**src/rtl/hsi_tx_scheduler.sv**
```systemverilog
// hsi_tx_scheduler: arbitrates SR/CCW/TM/BTC messages onto the single HSI master
// transmitter, holds each grant until done, retransmits on nack or timeout up to
// MAX_RETRY times and enforces GAP_CYCLES idle cycles between messages.
// Build option: define HSI_SCHED_RR_EN for round-robin grant; otherwise fixed
// priority SR > CCW > TM > BTC.
module hsi_tx_scheduler #(
    parameter int unsigned GAP_CYCLES     = 96,
    parameter int unsigned TIMEOUT_CYCLES = 4800,
    parameter int unsigned MAX_RETRY      = 2
) (
    input  logic       clk,
    input  logic       n_rst,
    input  logic       en,
    input  logic [3:0] req,
    output logic [3:0] ack,
    output logic [3:0] err,
    output logic       tx_start,
    output logic [1:0] tx_sel,
    output logic       tx_repeat,
    input  logic       tx_done,
    input  logic       tx_nack,
    output logic       busy
);

    localparam int unsigned TO_W = (TIMEOUT_CYCLES > 2) ? $clog2(TIMEOUT_CYCLES) : 1;
    localparam int unsigned GP_W = $clog2(GAP_CYCLES + 1);
    localparam int unsigned RT_W = (MAX_RETRY > 0) ? $clog2(MAX_RETRY + 1) : 1;

    typedef enum logic [1:0] {
        IDLE  = 2'd0,
        START = 2'd1,
        WAIT  = 2'd2,
        GAP   = 2'd3
    } state_t;

    state_t          state, state_n;
    logic [TO_W-1:0] to_cnt, to_n;
    logic [GP_W-1:0] gap_cnt, gap_n;
    logic [RT_W-1:0] retry_cnt, retry_n;
    logic            pend, pend_n;
    logic [1:0]      sel_n;
    logic            start_n, repeat_n, busy_n;
    logic [3:0]      ack_n, err_n;
    logic [1:0]      grant;

`ifdef HSI_SCHED_RR_EN
    logic [1:0] rr_ptr, rr_ptr_n;
    logic [1:0] rr_idx;

    // Round-robin: first requesting source at or after the pointer
    always_comb begin
        grant  = rr_ptr;
        rr_idx = rr_ptr;
        for (int i = 3; i >= 0; i--) begin
            rr_idx = rr_ptr + 2'(i);
            if (req[rr_idx]) grant = rr_idx;
        end
    end

    // Pointer advances past each new grant only
    always_ff @(posedge clk or negedge n_rst) begin
        if (!n_rst) rr_ptr <= 2'd0;
        else        rr_ptr <= rr_ptr_n;
    end
`else
    // Fixed priority: lowest requesting index wins
    always_comb begin
        grant = 2'd0;
        for (int i = 3; i >= 0; i--) begin
            if (req[i]) grant = 2'(i);
        end
    end
`endif

    // Next-state, counters and registered-output next values
    always_comb begin
        state_n  = state;
        to_n     = to_cnt;
        gap_n    = gap_cnt;
        retry_n  = retry_cnt;
        pend_n   = pend;
        sel_n    = tx_sel;
        start_n  = 1'b0;
        repeat_n = 1'b0;
        ack_n    = 4'b0000;
        err_n    = 4'b0000;
`ifdef HSI_SCHED_RR_EN
        rr_ptr_n = rr_ptr;
`endif
        case (state)
            IDLE: begin
                if (en && (req != 4'b0000)) begin
                    state_n = START;
                    sel_n   = grant;
                    retry_n = '0;
                    pend_n  = 1'b0;
                    start_n = 1'b1;
`ifdef HSI_SCHED_RR_EN
                    rr_ptr_n = grant + 2'd1;
`endif
                end
            end
            START: begin
                state_n = WAIT;
                to_n    = '0;
            end
            WAIT: begin
                to_n = to_cnt + 1'b1;
                // nack wins over a simultaneous done; timeout counts as nack
                if (tx_nack || (to_cnt == TO_W'(TIMEOUT_CYCLES - 2))) begin
                    if (retry_cnt < RT_W'(MAX_RETRY)) begin
                        retry_n = retry_cnt + 1'b1;
                        pend_n  = 1'b1;
                    end else begin
                        err_n = 4'b0001 << tx_sel;
                    end
                    state_n = GAP;
                    gap_n   = '0;
                end else if (tx_done) begin
                    ack_n   = 4'b0001 << tx_sel;
                    state_n = GAP;
                    gap_n   = '0;
                end
            end
            GAP: begin
                if (gap_cnt == GP_W'(GAP_CYCLES - 1)) begin
                    if (pend) begin
                        state_n  = START;
                        pend_n   = 1'b0;
                        start_n  = 1'b1;
                        repeat_n = (retry_cnt != '0);
                    end else begin
                        state_n = IDLE;
                    end
                end else begin
                    gap_n = gap_cnt + 1'b1;
                end
            end
            default: state_n = IDLE;
        endcase
        busy_n = (state_n != IDLE);
    end

    // State, counters and all outputs registered
    always_ff @(posedge clk or negedge n_rst) begin
        if (!n_rst) begin
            state     <= IDLE;
            to_cnt    <= '0;
            gap_cnt   <= '0;
            retry_cnt <= '0;
            pend      <= 1'b0;
            tx_sel    <= 2'd0;
            tx_start  <= 1'b0;
            tx_repeat <= 1'b0;
            ack       <= 4'b0000;
            err       <= 4'b0000;
            busy      <= 1'b0;
        end else begin
            state     <= state_n;
            to_cnt    <= to_n;
            gap_cnt   <= gap_n;
            retry_cnt <= retry_n;
            pend      <= pend_n;
            tx_sel    <= sel_n;
            tx_start  <= start_n;
            tx_repeat <= repeat_n;
            ack       <= ack_n;
            err       <= err_n;
            busy      <= busy_n;
        end
    end

endmodule

```
**config.mk**
```make
export PLATFORM = sky130hd
export DESIGN_NAME = hsi_tx_scheduler
export DESIGN_NICKNAME = d
export VERILOG_FILES = /design/src/rtl/hsi_tx_scheduler.sv
export SDC_FILE = /design/constraint.sdc
export NUM_CORES = 1
export LEC_CHECK = 0
export CAP_MARGIN = 20
export CORE_MARGIN = 3
export CORE_UTILIZATION = 56
export DETAILED_ROUTE_END_ITERATION = 7
export GPL_TIMING_DRIVEN = 0
export PLACE_DENSITY_LB_ADDON = 0.25
export SYNTH_ARGS = -nofsm -noshare
export SYNTH_HDL_FRONTEND = slang
export SYNTH_SLANG_ARGS = --single-unit
```
**constraint.sdc**
```tcl
create_clock -name clk -period 2.1 [get_ports clk]
set_input_delay 0.21 -clock clk [delete_from_list [all_inputs] [get_ports clk]]
set_output_delay 0.21 -clock clk [all_outputs]
set_load 0.05 [all_outputs]
```
# Word-level counts from Yosys, hierarchy flattened
# Cells that the tools add are included.
dict set report word_totals {
  latch_bits 0
  input_bits 9
  elab_cells 78
  reg_bits 38
  mem_count 0
  romBits 0
  output_inout_bits 13
  ram_bits 0
}
dict set report classes {
  div 0
  shifts 1
  eq_ne 11
  mul 0
  magnitude_cmp 1
  n_bitwise 0
  reduce_logical 14
  n_addsub 3
  muxes 37
}
# op n
set ops {}
lappend ops {{$pmux W13 S2} 1}
lappend ops {{$mux W4} 6}
lappend ops {{$mux W2} 11}
lappend ops {{$mux W7} 3}
lappend ops {{$pmux W7 S2} 1}
lappend ops {{$add A13 B1 Y13 const B} 1}
lappend ops {{$eq A13 B13 Y1 const B} 1}
lappend ops {{$mux W1} 11}
lappend ops {{$ne A2 B2 Y1 const B} 5}
lappend ops {{$reduce_bool A2 Y1} 5}
lappend ops {{$pmux W2 S4} 1}
lappend ops {{$add A7 B1 Y7 const B} 1}
lappend ops {{$eq A7 B7 Y1 const B} 1}
lappend ops {{$reduce_and A5 Y1} 1}
lappend ops {{$eq A2 B2 Y1 const B} 2}
lappend ops {{$pmux W2 S2} 1}
lappend ops {{$reduce_and A4 Y1} 1}
lappend ops {{$reduce_bool A4 Y1} 1}
lappend ops {{$shl A1 B2 Y4 const A} 1}
lappend ops {{$ne A3 B3 Y1 const B} 1}
lappend ops {{$pmux W1 S3} 1}
lappend ops {{$reduce_and A3 Y1} 1}
lappend ops {{$reduce_bool A3 Y1} 1}
lappend ops {{$add A2 B1 Y2 const B} 1}
lappend ops {{other kinds (7)} 7}

# Longest topological paths before layout
# Gate-level depths: netlist of run 1.
dict set report depth {
  ltp_word 5
  ltp_mapped 7
  mapped_depth_nobuf 6
}

# Worst setup path before layout of run 1
# Ideal clock, no wire load.
dict set report synth_timing {
  kind {register to register}
  startpoint {register state[0]}
  endpoint {register gap_cnt[1]}
  arrival_time_ns 1.581
  setup_ns 0.124
  period_less_slack_ns 1.705
  path_buffers 0
  path_stages_with_launch 7
  path_slack_ns 0.395
  cell_sequence {dfrtp_1 inv_1 ha_1 nor2b_1 o31ai_4 o2111a_1 a211o_1}
}
dict set report synth_between {
  elab_chain_cells 3
  elab_cells_between_ends 7
  cone_classes {eq/ne (4); mux (1); reduce/logical (2)}
}
# item line
set synth_lines {}
lappend synth_lines {{start: declaration} 36} ;# state_t state, state_n;
lappend synth_lines {{start signal: assignment} 159} ;# state <= state_n;
lappend synth_lines {{$eq A2 B2 Y1} 90} ;# case (state)
lappend synth_lines {{$ne A3 B3 Y1 (no line) (tied with other cells)} --}
lappend synth_lines {{$reduce_and A3 Y1 (no line)} --}
lappend synth_lines {{end signal: assignment} 161} ;# gap_cnt <= gap_n;
lappend synth_lines {{end: declaration} 38} ;# logic [GP_W-1:0] gap_cnt, gap_n;
# Several ways; a longest one is shown, not always the timed one.
# A chain may end at the register's enable or synchronous reset.

# Worst setup path in the final report of run 1
dict set report layout_timing {
  startpoint {register state[0]}
  endpoint {register to_cnt[12]}
}
dict set report layout_between {
  elab_chain_cells 2
  elab_cells_between_ends 4
  cone_classes {eq/ne (2); mux (1); reduce/logical (1)}
}
# item line
set layout_lines {}
lappend layout_lines {{$eq A2 B2 Y1 / $eq A2 B1 Y1 (equally long branches)} 90}
lappend layout_lines {{$pmux W13 S2 / $reduce_bool A2 Y1 (equally long branches)} --}
lappend layout_lines {{end signal: assignment} 160} ;# to_cnt <= to_n;
lappend layout_lines {{end: declaration} 37} ;# logic [TO_W-1:0] to_cnt, to_n;
# Several ways; a longest one is shown, not always the timed one.

==> results of run 1 <==
## worst max-delay path, stage by stage (launching register included)
cell and delay (ps):
dfrtp_1 430, inv_1 110, ha_1 350, buf_2 220, nand2_1 130, nor4_1 370, xnor2_1 160, nor2_1 60
## cells by family after synthesis
group,Yosys count
AND/OR/NAND/NOR,92
AO/OA/AOI/OAI,49
flip-flops,38
buffers and inverters,20
adder cells (fa/ha/maj),8
XOR/XNOR,7
multiplexers,1
## state kept, by name (all words and copies together), names as in the netlist
| name | cells |
|---|---|
| to_cnt | 13 |
| gap_cnt | 7 |
| ack | 4 |
| err | 4 |
| retry_cnt | 2 |
| state | 2 |
| tx_sel | 2 |
| busy | 1 |
| pend | 1 |
| tx_repeat | 1 |
| tx_start | 1 |
## cells in the final DEF (no fill, tap or decap), types with 8 or more instances in the layout
master	instances
dfrtp_1	38
nor2_1	21
clkdlybuf4s50_1	19
nand2_1	15
inv_1	14
nand3_1	12
a21oi_1	9
nor3_1	8
ha_1	8
## stage by stage
step           power [µW]  util [%]  TNS (ps)
2_1_floorplan        1860         -         0
3_3_place_gp         2160      68.0     -1360
3_5_place_dp         2190      67.9         0
4_1_cts              2720      70.6         0
5_1_grt              2910      70.8         0
6_report             2730      70.8         0
## layer usage
metal / share of wire [%] / vias to the layer above
met4: 1.4 / 0
li1: - / 852
met5: 0 / -
met3: 4.8 / 7
met2: 47 / 46
met1: 47 / 817
## path summary, 6_finish.rpt
path / start / end / slack [ps] / depth (start not counted)
max in group asynchronous: n_rst / to_cnt[0]$_DFFE_PN0P_ / 1590 / 1
min in group clk: tx_done / gap_cnt[4]$_DFFE_PN0P_ / 400 / 3
setup reg to reg: state[0]$_DFF_PN0_ / to_cnt[12]$_DFFE_PN0P_ / 150 / 7
setup / recovery: state[0]$_DFF_PN0_ / to_cnt[12]$_DFFE_PN0P_ / 150 / 7
hold / removal: n_rst / tx_sel[0]$_DFFE_PN0P_ / -6 / 1
hold reg to reg: gap_cnt[1]$_DFFE_PN0P_ / gap_cnt[1]$_DFFE_PN0P_ / 540 / 1
## layout make-up
type                            instances  area, µm²
Buffer                                  6       28.8
Clock buffer                            6       82.6
Clock inverter                          2       12.5
Fill cell                             263       1010
Inverter                               14       52.6
Multi-Input combinational cell        157       1070
Sequential cell                        38        951
Tap cell                               46       57.6
Timing Repair Buffer                   20        195
## timing repair
action,in CTS,in global routing
setup endpoints to repair,0,3
setup buffers,0,0
resized for setup,0,1
## power by group through the flow
stage / Clock, µW / Combinational [µW] / Sequential, µW
floorplan: 0 / 764 / 1100
global placement: 0 / 1160 / 1000
detailed placement: 0 / 1180 / 1010
CTS: 543 / 1190 / 992
global route: 571 / 1320 / 1020
finish: 544 / 1190 / 995
==> metrics.yaml, run 1 <==
global_routing:
  grt.total_usage_pct: 22.4
  grt_start_max_net_pins: 39
  grt_first_pass_wirelength_mm: 7.68
  grt_pass1_vias: 1661
  grt_use_met3_pct: 4.49
  top_usage_layer: "met2"
  use_met2_pct: 36.1
  antenna_found_initial: 0
  use_met1_pct: 30.0
  overflow: 0
run_status:
  violations: "negative hold slack"
  status: "finished, violations left"
yosys:
  synth_area_per_cell_um2: 9.78
  ys_seq_elements: 38
  synth.most_common_cell: "dfrtp_1"
  ys_warn_count: 0
  synth_edf_count: 0
  syn_area_um2: 2100
  synth_compound_area_share_pct: 18.8
  synth-adder-area-share_pct: 4.76
  synth_top_family_by_area: "simple AND/OR/NAND/NOR gates"
  synth_seq_area_share_pct: 45.2
  syn_nets: 232
  synthTopCellsByCount: "dfrtp_1 (38), nor2_1 (21), nand2_1 (15)"
  synthXorXnorAreaFrac_pct: 2.92
  synthSimpleGateAreaFrac_pct: 24.0
  syn_inst: 215
  ys_async_sr_fraction_pct: 100
  synth_top_area_share_pct: 45.2
  synth-main-ff-cell: "dfrtp_1"
  synth_area_leader_cell: "dfrtp_1"
  ys_types: 51
  synth_area_leaders: "dfrtp_1 (45%), ha_1 (4.8%), nor2_1 (3.8%)"
  synthMuxAreaShare_pct: 0.476
sta:
  fin_skew_ps: 4.50
  fmax_mhz: 512
  finalMaxSlewViolations: 0
  period_share_pct: 93.0
  slew_headroom_pct: 45.9
  hold_viol_final: 10
  setup_viol: 0
  final.min_clock_period_ps: 1950
  worstMarginPinSlew_ps: 811
  setup_slack_ps: 147
  timing.hold.ws_ps: -5.87
  rsz0062_at_grt: "no"
die:
  start_util_pct: 60.6
  die-area_um2: 4520
  core_um2: 3470
  rows: 21
  io_pins: 22
  dieWidth_um: 67.3
  die_h_um: 67.3
cells_and_area:
  area_delta_synth_final_pct: 16.8
  fin_cells: 289
  nNetsFinal: 259
  antenna_cells: 0
  fin_area_um2: 2450
  drive_gt1_share_pct: 9.88
setup_path:
  required_ps: 2280
  path_class: "reg -> reg"
  critPathLaunchType: "flip-flop"
  cp_max_fo: 10
  arrival_ps: 2130
  endpoint_kind: "flip-flop"
clocking:
  htreeDepth: 2
  cts_tree: "yes"
  clock-root-buffer: "clkbuf_8"
  clock-sinks: 38
  cts_hold_buf: 0
  cts_buffers: 5
  cts.clk_slew.worst_paths_ps: 80
  cts_buffer_depth: 2
  clk_latency_ps: 300
power:
  leakagePower_uw: 0.00105
  swShare_pct: 42.7
  p_int_uw: 1570
  peakVddDrop_mv: 0.790
  power_density_nw_per_um2: 1110
  power_frac_seq_pct: 36.4
  p_switching_uw: 1170
  comb_power_share_pct: 43.7
  pwr-share-clk_pct: 19.9
drt:
  drt_iter0_markers: 252
  vias_per_cell: 5.96
  drcViolationCount: 0
  routedWlPerCell_um: 15.5
  vias: 1722
  firstDrtPassIters: 4
  drt_wl_total_mm: 4.49
  ant_nets: 0
hold_path:
  holdCritPathClass: "in -> async"
place:
  dpl_cell_area_um2: 2350
  numPortBuffers: 20
  dp_cells: 281
  place_ws_ps: 95.0
  routabilityCongestion: 0.883
  dpl.hpwl_mm: 3.18
run:
  drv_cap: 0
No activity file was read; power rests on OpenSTA's default activity.
==> inputs of run 2 (changes only) <==
--- a/config.mk
+++ b/config.mk
@@ -8,4 +8,7 @@
 export CAP_MARGIN = 20
+export CELL_PAD_IN_SITES_DETAIL_PLACEMENT = 0
+export CELL_PAD_IN_SITES_GLOBAL_PLACEMENT = 1
 export CORE_MARGIN = 3
-export CORE_UTILIZATION = 56
+export CORE_UTILIZATION = 45
+export CTS_BUF_LIST = sky130_fd_sc_hd__clkbuf_4
 export DETAILED_ROUTE_END_ITERATION = 7
--- a/constraint.sdc
+++ b/constraint.sdc
@@ -3,2 +3,2 @@
 set_output_delay 0.21 -clock clk [all_outputs]
-set_load 0.05 [all_outputs]
+set_load 0.01 [all_outputs]
==> run 2 against run 1 <==
Against the previous run: the run now ends clean; power is 5.0% lower; die area is 22% higher; hold slack better by 320 ps; setup slack better by 61 ps; maximum frequency is 3.2% higher; via count is 0.75% lower; design area is 1.0% higher; sequential cell count stayed put; largest cell class unchanged; highest routed layer unchanged.
==> metrics.yaml, run 2 (same netlist as run 1, synthesis figures left out) <==
run_status:
  status: "complete, no violations"
setup_path:
  path_class: "reg -> reg"
  cp.depth: 6  # -1
  cp_num_buf_inv: 1  # -1
  crit_family: "compound AO/OA/AOI/OAI gates"
  cp_slowest_cell: "dfrtp_1"
  cp_max_fo: 6  # -4
  slowest_delay_ps: 420  # about the same
  required_ps: 2360  # +80 ps
  r2r-start: "to_cnt[0]$_DFFE_PN0P_"
  ff2ff_setup_slack_ps: 210  # +60 ps
  arrival_ps: 2160  # +30 ps
  crit_chain: "inv_1 -> ha_1 -> nand4bb_1 -> o31ai_4 -> o22ai_2 -> a211o_1"
  rr_worst_depth: 6  # -1
  endpoint_kind: "flip-flop"
  cp-startpoint: "to_cnt[0]$_DFFE_PN0P_"
  critPathLaunchType: "flip-flop"
  r2r-end: "gap_cnt[1]$_DFFE_PN0P_"
clocking:
  cts.clk_slew.worst_paths_ps: 120  # +40 ps
  clk_latency_ps: 360  # +60 ps
  cts_buffers: 5  # unchanged
  cts_tree: "yes"
  clock-root-buffer: "clkbuf_4"
  clock-sinks: 38  # unchanged
  cts_buffer_depth: 2  # unchanged
  htreeDepth: 2  # unchanged
  cts.repair_timing.setup_buffer_count: 0  # unchanged
cells_and_area:
  largest_register_ffs: 13  # unchanged
  largest-register: "to_cnt"
  top_regs: "to_cnt x13, gap_cnt x7"
  layout_common_cells: "dfrtp_1 (37), nor2_1 (21), clkdlybuf4s50_1 (19)"
  fin_cells: 296  # +2.4%
  nNetsFinal: 260  # +0.39%
  fillers: 418  # +59%
  antenna_cells: 0  # unchanged
  area_delta_synth_final_pct: 18.0
  final_common_cell: "dfrtp_1"
  drive_gt1_share_pct: 11.1  # +1.2 points
place:
  dpl.hpwl_mm: 3.30  # +3.9%
  numPortBuffers: 20  # unchanged
  place_ws_ps: 77.0  # -18.0 ps
  dp_cells: 287  # +2.1%
  routabilityCongestion: 0.818  # -7.3%
hold_path:
  min_from: "tx_done"
  holdCritPathClass: "in -> reg"
  hold_depth: 3
  min_to: "ack[2]$_DFF_PN0_"
sta:
  fin_skew_ps: 7.23  # +2.73 ps
  fmax_mhz: 528  # +3.2%
  period_share_pct: 90.1  # -2.9 points
  setup_viol: 0  # unchanged
  hold_viol_final: 0  # -10
  worstMarginPinSlew_ps: 836  # +25.0 ps
  rsz0062_at_grt: "no"
  slew_headroom_pct: 44.3  # -1.7 points
  setup_slack_ps: 207  # +60.6 ps
  finalMaxSlewViolations: 0  # unchanged
  final.min_clock_period_ps: 1890  # -60.6 ps
global_routing:
  grt_start_max_net_pins: 39  # unchanged
  grt.total_usage_pct: 19.4  # -3.0 points
  antenna_found_initial: 0  # unchanged
  overflow: 0  # unchanged
  grt_first_pass_wirelength_mm: 8.29  # +7.9%
  grt_pass1_vias: 1747  # +5.2%
drt:
  drcViolationCount: 0  # unchanged
  routedWlPerCell_um: 15.6  # +0.53%
  drt_wl_total_mm: 4.62  # +3.0%
  vias: 1709  # -0.75%
  drt_iter0_markers: 116  # -54%
  vias_per_cell: 5.77  # -3.1%
  firstDrtPassIters: 4  # unchanged
  ant_nets: 0  # unchanged
power:
  peakVddDrop_mv: 0.558  # -29%
  leakagePower_uw: 0.00104  # -0.27%
  power_density_nw_per_um2: 1050  # -6.0%
  finalPower_uw: 2590  # -5.0%
run:
  drv_cap: 0  # unchanged
die:
  dieWidth_um: 74.3  # +11%
  core_um2: 4440  # +28%
  rows: 24  # +14%
  io_pins: 22  # unchanged
  die-area_um2: 5530  # +22%
  start_util_pct: 47.3  # -13 points
  die_h_um: 74.3  # +11%
## run 2: cell count changes in the layout (fill, tap and decap cells not counted), moves of 2 or more
cell / before / now
nor4_2: 0 / 2
clkbuf_8: 6 / 0
clkbuf_4: 0 / 5
nor4_1: 4 / 2
## run 2: what timing repair did
action,4_1_cts,5_1_grt
endpoints found under the setup margin,0,7
endpoints found under the hold margin,38,0
resized for setup,0,5
hold buffers,1,0
## run 2: worst max path at each step
stage,end,slack [ps]
CTS,gap_cnt[0]$_DFFE_PN0P_,70
global route,to_cnt[10]$_DFFE_PN0P_,10
detailed placement,gap_cnt[0]$_DFFE_PN0P_,80
finish,gap_cnt[1]$_DFFE_PN0P_,210
global placement,to_cnt[8]$_DFFE_PN0P_,-90
floorplan,gap_cnt[1]$_DFFE_PN0P_,400
## run 2: through the flow
stage	area (µm²)	TNS, ps	util, %	hold slack, ps
floorplan	2100	0	-	-85.6
global placement	2370	-3370	53.3	515
detailed placement	2360	0	53.2	371
CTS	2450	0	55.2	300
global route	2480	0	55.8	332
finish	2480	0	55.8	317
## run 2: per-layer routing
metal | vias to the layer above | GRT usage [%] | wire length, µm | part of all wire (%)
met5 | - | 0 | 0 | 0
met4 | 0 | 7.71 | 93 | 2.0
met3 | 8 | 3.38 | 116 | 2.5
met2 | 20 | 30.4 | 2100 | 45
met1 | 828 | 26.9 | 2310 | 50
li1 | 853 | - | - | -
## run 2: where the power goes
group          total (µW)  internal [µW]  switching [µW]
sequential            990            860             130
clock                 520            250             271
combinational        1080            448             637
total                2590           1560            1040
## run 2: layout make-up
cell class	instances	area, µm²	area share (%)
Clock buffer	5	37.5	1.51
Sequential cell	38	952	38.4
Inverter	14	52.6	2.12
Timing Repair Buffer	21	205	8.27
Buffer	6	28.8	1.16
Clock inverter	3	45.0	1.82
Multi-Input combinational cell	157	1090	44.1
Tap cell	52	65.1	2.62
## run 2: tightest hold or removal path, stage by stage
cell	delay (ps)
buf_2	180
nand3_1	200
nor2_1	70
